## src/rtl/ldpc_fp_pkg.sv

```systemverilog
// Shared FP32 definitions for the LDPC soft-decision datapath:
// field widths, special encodings and the message-extractor FSM states.
package ldpc_fp_pkg;

  localparam int unsigned FP_SIGN_W = 1;
  localparam int unsigned FP_EXP_W  = 8;
  localparam int unsigned FP_MAN_W  = 23;
  localparam int unsigned FP_BIAS   = 127;

  localparam logic [31:0] FP_POS_ZERO = 32'h0000_0000;
  localparam logic [31:0] FP_POS_INF  = 32'h7F80_0000;

  typedef enum logic [2:0] {
    ST_IDLE,
    ST_S1,
    ST_S2,
    ST_S3,
    ST_FIN
  } state_t;

endpackage

```

## src/rtl/fp32_subtractor.sv

```systemverilog
// Combinational IEEE-754 single subtractor y = a - b, truncating, with
// denormal inputs/results flushed to zero and overflow saturating to infinity.
module fp32_subtractor
  import ldpc_fp_pkg::*;
(
  input  logic [31:0] a,
  input  logic [31:0] b,
  output logic [31:0] y
);

  logic              sa, sb, sl, ss;
  logic [7:0]        ea, eb, el, es;
  logic [23:0]       ma, mb, ml, ms;
  logic [7:0]        shamt;
  logic [26:0]       big_ext, small_ext, aligned;
  logic              sticky;
  logic [27:0]       res, norm;
  logic [4:0]        lz;
  logic signed [9:0] exp_r;

  always_comb begin
    sa = a[31];
    ea = a[30:FP_MAN_W];
    ma = (ea == '0) ? '0 : {1'b1, a[FP_MAN_W-1:0]};
    // a - b is computed as a + (-b)
    sb = ~b[31];
    eb = b[30:FP_MAN_W];
    mb = (eb == '0) ? '0 : {1'b1, b[FP_MAN_W-1:0]};

    if ({ea, ma} >= {eb, mb}) begin
      sl = sa; el = ea; ml = ma;
      ss = sb; es = eb; ms = mb;
    end else begin
      sl = sb; el = eb; ml = mb;
      ss = sa; es = ea; ms = ma;
    end

    // Three extra low bits; anything shifted further out folds into a sticky
    // LSB so that a truncated difference never exceeds the exact magnitude.
    shamt     = el - es;
    big_ext   = {ml, 3'b000};
    small_ext = {ms, 3'b000};
    if (shamt >= 8'd27) begin
      aligned = '0;
      sticky  = |small_ext;
    end else begin
      aligned = small_ext >> shamt;
      sticky  = |(small_ext & ~({27{1'b1}} << shamt));
    end
    aligned[0] = aligned[0] | sticky;

    if (sl == ss) res = {1'b0, big_ext} + {1'b0, aligned};
    else          res = {1'b0, big_ext} - {1'b0, aligned};

    lz = '0;
    for (int unsigned i = 0; i < 28; i++) begin
      if (res[i]) lz = 5'(27 - i);
    end
    norm  = res << lz;
    exp_r = $signed({2'b00, el}) + 10'sd1 - $signed({5'b00000, lz});

    if (res == '0)              y = FP_POS_ZERO;
    else if (exp_r <= 10'sd0)   y = {sl, 31'b0};
    else if (exp_r >= 10'sd255) y = {sl, FP_POS_INF[30:0]};
    else                        y = {sl, exp_r[7:0], norm[26:4]};
  end

endmodule

```

## src/rtl/column_message_extractor.sv

```systemverilog
// Derives the three variable-to-check messages qi = sum - ri of one column,
// one per cycle through a single shared FP32 subtractor.
module column_message_extractor
  import ldpc_fp_pkg::*;
(
  input  logic        clk,
  input  logic        rst,
  input  logic        start,
  input  logic [31:0] sum,
  input  logic [31:0] r1,
  input  logic [31:0] r2,
  input  logic [31:0] r3,
  output logic [31:0] q1,
  output logic [31:0] q2,
  output logic [31:0] q3,
  output logic        busy,
  output logic        done
);

  state_t      state;
  logic [31:0] lsum, lr1, lr2, lr3;
  logic [31:0] sub_b, diff;

  always_comb begin
    sub_b = '0;
    case (state)
      ST_S1:   sub_b = lr1;
      ST_S2:   sub_b = lr2;
      ST_S3:   sub_b = lr3;
      default: sub_b = '0;
    endcase
  end

  fp32_subtractor u_sub (
    .a (lsum),
    .b (sub_b),
    .y (diff)
  );

  // busy/done are registered alongside the state so they track it exactly
  always_ff @(posedge clk or posedge rst) begin
    if (rst) begin
      state <= ST_IDLE;
      lsum  <= FP_POS_ZERO;
      lr1   <= FP_POS_ZERO;
      lr2   <= FP_POS_ZERO;
      lr3   <= FP_POS_ZERO;
      q1    <= FP_POS_ZERO;
      q2    <= FP_POS_ZERO;
      q3    <= FP_POS_ZERO;
      busy  <= 1'b0;
      done  <= 1'b0;
    end else begin
      case (state)
        ST_IDLE: begin
          if (start) begin
            lsum  <= sum;
            lr1   <= r1;
            lr2   <= r2;
            lr3   <= r3;
            busy  <= 1'b1;
            state <= ST_S1;
          end
        end
        ST_S1: begin
          q1    <= diff;
          state <= ST_S2;
        end
        ST_S2: begin
          q2    <= diff;
          state <= ST_S3;
        end
        ST_S3: begin
          q3    <= diff;
          done  <= 1'b1;
          state <= ST_FIN;
        end
        ST_FIN: begin
          done  <= 1'b0;
          busy  <= 1'b0;
          state <= ST_IDLE;
        end
        default: begin
          done  <= 1'b0;
          busy  <= 1'b0;
          state <= ST_IDLE;
        end
      endcase
    end
  end

endmodule

```

## config.mk

```make
export PLATFORM = sky130hd
export DESIGN_NAME = column_message_extractor
export DESIGN_NICKNAME = d
export VERILOG_FILES = /design/src/rtl/ldpc_fp_pkg.sv /design/src/rtl/fp32_subtractor.sv /design/src/rtl/column_message_extractor.sv
export SDC_FILE = /design/constraint.sdc
export NUM_CORES = 1
export LEC_CHECK = 0
export CORE_MARGIN = 2
export CORE_UTILIZATION = 58
export DETAILED_ROUTE_END_ITERATION = 6
export GPL_TIMING_DRIVEN = 1
export PLACE_DENSITY_LB_ADDON = 0.2
export SKIP_CTS_REPAIR_TIMING = 1
export SYNTH_ARGS = -nofsm -noshare
export SYNTH_HDL_FRONTEND = slang
export SYNTH_HIERARCHICAL = 1
export SYNTH_SLANG_ARGS = --single-unit
```

## constraint.sdc

```tcl
create_clock -name clk -period 19.51 [get_ports clk]
set_input_delay 1.951 -clock clk [delete_from_list [all_inputs] [get_ports clk]]
set_output_delay 1.951 -clock clk [all_outputs]
set_load 0.02 [all_outputs]
```

==> impl_metrics.tcl, run 1 <==
set metrics [dict create \
    cap_violations 0 \
    worst_r2r_startpoint "state[1]" \
    clockBufferDepth 3 \
    path_common_cell "a21oi_1" \
    synth_area_sq_um 19300 \
    synth_fp_nets 2358 \
    final-setup-viol-count 0 \
    fmax_ghz 0.0580 \
    drt_iter0_drc 2261 \
    cp_slowest_cell "dfrtp_2" \
    drtAntennaViolNets 0 \
    avgRoutedWirePerCell_um 24.2 \
    ys_ff_latch 229 \
    violations "DRC" \
    first_global_vias 17500 \
    clkSinkCount 229 \
    drive_gt1_share_pct 16.7 \
    netlist.area_leader.share_pct 29.6 \
    final_nets 2492 \
    synthToLayoutAreaGrowth_pct 16.2 \
    r2r_cells 57 \
    reg2reg_slack_ps 2270 \
    yosysMostFrequentCell "mux2_2" \
    maxSlewViolCount 0 \
    ys_warn_count 6 \
    final_hold_viol_count 0 \
    avgSynthCellArea_sq_um 9.08 \
    grt_max_degree 153 \
    grt_usage_pct 37.2 \
    yosysSeqAreaShare_pct 29.6 \
    ys_types 115 \
    hp-class "reg2reg" \
    crit_type "reg2reg" \
    drc 3 \
    clk_latency_ps 540 \
    yosysTopAreaCell "dfrtp_1" \
    htreeDepth 1 \
    relSlewSlack_pct 19.3 \
    cts_buffers 25 \
    grt_pass1_wl_um 103000 \
    path_clk_slew_ps 60 \
    netlist_top_cells_count "mux2_2 (245), dfrtp_1 (229), nand2_1 (195)" \
    dieArea_sq_um 34800 \
    crit_end "q1[18]" \
    path_max_fanout 43 \
    cts_tree "built" \
    drtPass1Iterations 7 \
    gp_congestion 0.992 \
    endpoint_kind "flop" \
    cts_root_buffer "clkbuf_16" \
    drt_wl_total_um 66000 \
    fin_crit_ps 17240 \
    antenna_found_initial 0 \
    use_met1_pct 52.1 \
    diodes 0 \
    critPathLaunch "state[1]" \
    finClkSkew_ps 24.0 \
    rr_endpoint "q1[18]" \
    rsz0062_at_grt "false" \
    met3_usage_pct 6.15 \
    vias_per_cell 6.65 \
    fin_tns_setup_ps 0 \
    worstHoldStart "q1[14]" \
    tightest_slew_ps 1200 \
    use_met2_pct 57.8 \
    initial_core_util_pct 59.1 \
    dp_hpwl_um 49500 \
    critPathLaunchType "flop" \
    grt_overflow_total 0 \
    arrival_ps 17650 \
    synth_edf_count 0 \
    synthArstFlopShare_pct 100 \
    vias 18100 \
    status "finished with violations" \
    fin_crit_sh_pct 88.4 \
    final-seq-area_sq_um 5730 \
    n_fill_cell 2641 \
    grt_busiest_layer "met2" \
    die_y_um 187 \
    io_pins 229 \
    postSynthCellCount 2130 \
    slowest_delay_ps 970 \
    cp.required_ps 19920 \
    die_w_um 187 \
    place.port_buffers 228 \
    synthFlopType "dfrtp_1" \
    core_region_area_sq_um 32700 \
    num_rows 66 \
    synth.area.top_cells "dfrtp_1 (30%), mux2_2 (14%), ha_1 (6.1%)" \
    multiInputGateArea_sq_um 12500 \
]
-- registers in the layout, indices dropped and copies added, names as in the netlist --
name and cells:
lr1 32, busy 1, done 1, q2 32
lr2 32, state 3, lsum 32, lr3 32
q3 32, q1 32
-- logic make-up after synthesis --
| kind of cell | synth area share (%) |
|---|---|
| compound gates | 21.5 |
| simple gates | 14.2 |
| mux | 20.9 |
| buf+inv | 5.93 |
| flops | 29.6 |
| fa+ha+maj | 6.36 |
| xor+xnor | 1.45 |
-- how the worst min path moves through the flow --
stage	slack [ps]	depth (start not counted)	to
6_report	500	1	q1[14]
5_1_grt	520	1	lr3[14]
4_1_cts	510	1	q3[1]
3_5_place_dp	490	1	q3[1]
3_3_place_gp	490	1	lsum[16]
2_1_floorplan	470	1	lsum[15]
-- metrics by stage --
step                setup WS (ps)  utilization [%]  instances  cell area, sq um  hold slack, ps
floorplan                    5720                -       2130             19300             472
global placement             3320             66.3       2679             21700             486
detailed placement           2790             66.3       2679             21700             492
CTS                          2660             68.7       2725             22500             506
global route                  948             68.7       2725             22500             516
finish                       2270             68.7       2725             22500             505
-- area by class of cell --
class	instances	area share, %
sequential	229	25.5
tap	442	2.46
multi-input combinational	1651	55.6
clock buffer	35	3.08
timing repair buffer	258	11.2
inverter	99	1.69
clock inverter	11	0.451
-- cell usage in the layout (no fill, tap or decap), types with 18 or more instances in the layout --
cell type	count
mux2_2	245
clkdlybuf4s50_1	228
dfrtp_1	227
nand2_1	195
a21oi_1	170
nor2_1	138
inv_1	95
ha_1	95
o21ai_0	91
mux2i_1	86
a211oi_1	64
nor3_1	43
nand3_1	36
buf_4	30
clkbuf_16	25
nand2b_1	25
o211ai_1	23
xnor2_1	20
and2_1	20
a21o_1	20
a31oi_1	19
nand4_1	18
mux4_2	18
-- routing by layer --
layer | wire, um | vias up
li1 | - | 8161
met1 | 27900 | 8888
met2 | 29600 | 957
met3 | 5780 | 120
met4 | 2750 | 0
met5 | 0 | -
-- worst max-delay path: cells and delay by family, from the launching register on --
kind                     cells  cell delay (ps)
buffers and inverters        5             1140
flip-flops                   1              970
multiplexers                 2              600
AND/OR/NAND/NOR             15             4140
adder cells (fa/ha/maj)      5             1620
AO/OA/AOI/OAI               29             8450
XOR/XNOR                     1              130
Power of run 1 is left out: the tool's default activity adds up to more than one toggle a clock period on the data nets, which glitch-free logic cannot reach.
==> inputs of run 2 (changes only) <==
HOLD_SLACK_MARGIN = 0.03   (was default)
SKIP_LAST_GASP = 1   (was default)
TNS_END_PERCENT = 50   (was default)
==> results of run 2 <==
The final DEF is identical to that of run 1; final timing and power are the same.
Power of run 2 is left out for the same reason.
==> inputs of run 3 (changes only) <==
--- a/config.mk
+++ b/config.mk
@@ -6,7 +6,8 @@
 export NUM_CORES = 1
 export LEC_CHECK = 0
-export CORE_MARGIN = 2
+export CORE_MARGIN = 4
 export CORE_UTILIZATION = 58
 export DETAILED_ROUTE_END_ITERATION = 6
+export GPL_ROUTABILITY_DRIVEN = 0
 export GPL_TIMING_DRIVEN = 1
 export HOLD_SLACK_MARGIN = 0.03
==> constraint.sdc (replaced) <==
create_clock -name clk -period 19.51 [get_ports clk]
set_input_delay 5.853 -clock clk [delete_from_list [all_inputs] [get_ports clk]]
set_output_delay 5.853 -clock clk [all_outputs]
set_load 0.02 [all_outputs]
==> run 3 against run 2 <==
Compared with the run above: routed wire length down 6.8%; clock skew down 1.5 ps; global-route usage down 4.4 points; via count down 0.11%; die area up 4.3%; first-iteration DRC count up 11%; the run still ends with DRC left; sequential share of layout area up 0.066 points; critical endpoint is now q3[18].
==> impl_metrics.tcl, run 3 (synthesis gave the netlist of run 1 again) <==
set metrics [dict create \
    initial_core_util_pct 59.1 \
    die_w_um 191 \
    clkSinkCount 229 \
    tightest_slew_ps 1160 \
    drt_iter0_drc 2504 \
    vias 18100 \
    drtAntennaViolNets 0 \
    synthToLayoutAreaGrowth_pct 15.9 \
    place.port_buffers 228 \
    fin_crit_ps 17140 \
    mostFrequentLayoutCell "mux2_2" \
    dieArea_sq_um 36300 \
    rr_endpoint "q3[18]" \
    hp-class "reg2reg" \
    htreeDepth 1 \
    cap_violations 0 \
    clk_latency_ps 520 \
    reg2reg_slack_ps 2370 \
    met3_usage_pct 8.11 \
    final-setup-viol-count 0 \
    io_pins 229 \
    cts_tree "built" \
    min_delay_path_depth 1 \
    path_common_cell "a21oi_1" \
    cp.required_ps 19900 \
    maxSlewViolCount 0 \
    mostFrequentLayoutCells "mux2_2 (245), clkdlybuf4s50_1 (228), dfrtp_1 (227), nand2_1 (195), a21oi_1 (170)" \
    crit_end "q3[18]" \
    post_dp_cell_area_sq_um 21600 \
    use_met1_pct 46.1 \
    fin_tns_setup_ps 0 \
    cp_slowest_cell "nand2_1" \
    n_fill_cell 2572 \
    worst_r2r_startpoint "state[0]" \
    use_met2_pct 50.1 \
    die_y_um 191 \
    first_global_vias 17500 \
    path_clk_slew_ps 60 \
    violations "DRC" \
    clockBufferDepth 3 \
    drive_gt1_share_pct 16.4 \
    grt_max_degree 151 \
    drc 14 \
    status "finished with violations" \
    fin_crit_sh_pct 87.9 \
    rsz0062_at_grt "false" \
    endpoint_kind "flop" \
    arrival_ps 17530 \
    final_nets 2486 \
    critPathLaunch "state[0]" \
    slowest_delay_ps 800 \
    crit_type "reg2reg" \
    relSlewSlack_pct 22.2 \
    grt_pass1_wl_um 96600 \
    grt_busiest_layer "met2" \
    grt_overflow_total 0 \
    dp_hpwl_um 46200 \
    finClkSkew_ps 22.6 \
    drtPass1Iterations 7 \
    cts_root_buffer "clkbuf_16" \
    core_region_area_sq_um 32700 \
    avgRoutedWirePerCell_um 22.6 \
    stdcell_area_sq_um 22400 \
    drt_wl_total_um 61500 \
    final-seq-area_sq_um 5730 \
    multiInputGateArea_sq_um 12500 \
    final_hold_viol_count 0 \
    fmax_ghz 0.0583 \
    r2r_cells 60 \
    path_max_fanout 72 \
    critPathLaunchType "flop" \
    grt_usage_pct 32.7 \
    vias_per_cell 6.66 \
    antenna_found_initial 2 \
    cts_buffers 24 \
    num_rows 66 \
]
==> run 3: worst max-delay path: cells and delay by family, from the launching register on <==
family | cells | cell delay (ps)
fa+ha+maj | 5 | 1780
mux | 1 | 310
compound gates | 30 | 7610
xor+xnor | 1 | 130
buf+inv | 7 | 2400
simple gates | 16 | 4370
flops | 1 | 350
==> run 3: per-layer routing <==
layer  wire length [um]  part of all wire [%]
met3               6980                    11
met4               2350                   3.8
met1              25500                    41
met2              26700                    43
met5                  0                     0
==> run 3: worst min path at each step <==
stage	from	to	slack [ps]
CTS	q3[26]	q3[26]	510
floorplan	lsum[15]	lsum[15]	470
global route	lsum[3]	lsum[3]	510
global placement	lsum[16]	lsum[16]	490
finish	q3[23]	q3[23]	500
detailed placement	lsum[15]	lsum[15]	490
==> run 3: layout make-up <==
cell class	count	area share, %
multi-input cells	1651	55.7
flip-flops and latches	229	25.6
repair buffers	253	11.0
clock buffers	35	3.18
well taps	442	2.47
inverters	99	1.69
clock inverters	6	0.290
diodes	2	0.0223
==> run 3: through the flow <==
step	setup slack, ps	hold slack (ps)	utilization (%)	instances
final	2370	504	68.5	2717
after global routing	1100	512	68.5	2717
after global placement	3610	485	66.1	2674
after floorplan	5720	472	-	2130
after CTS	2970	506	68.5	2715
after detailed placement	3140	493	66.1	2674
Power of run 3 is left out for the same reason.
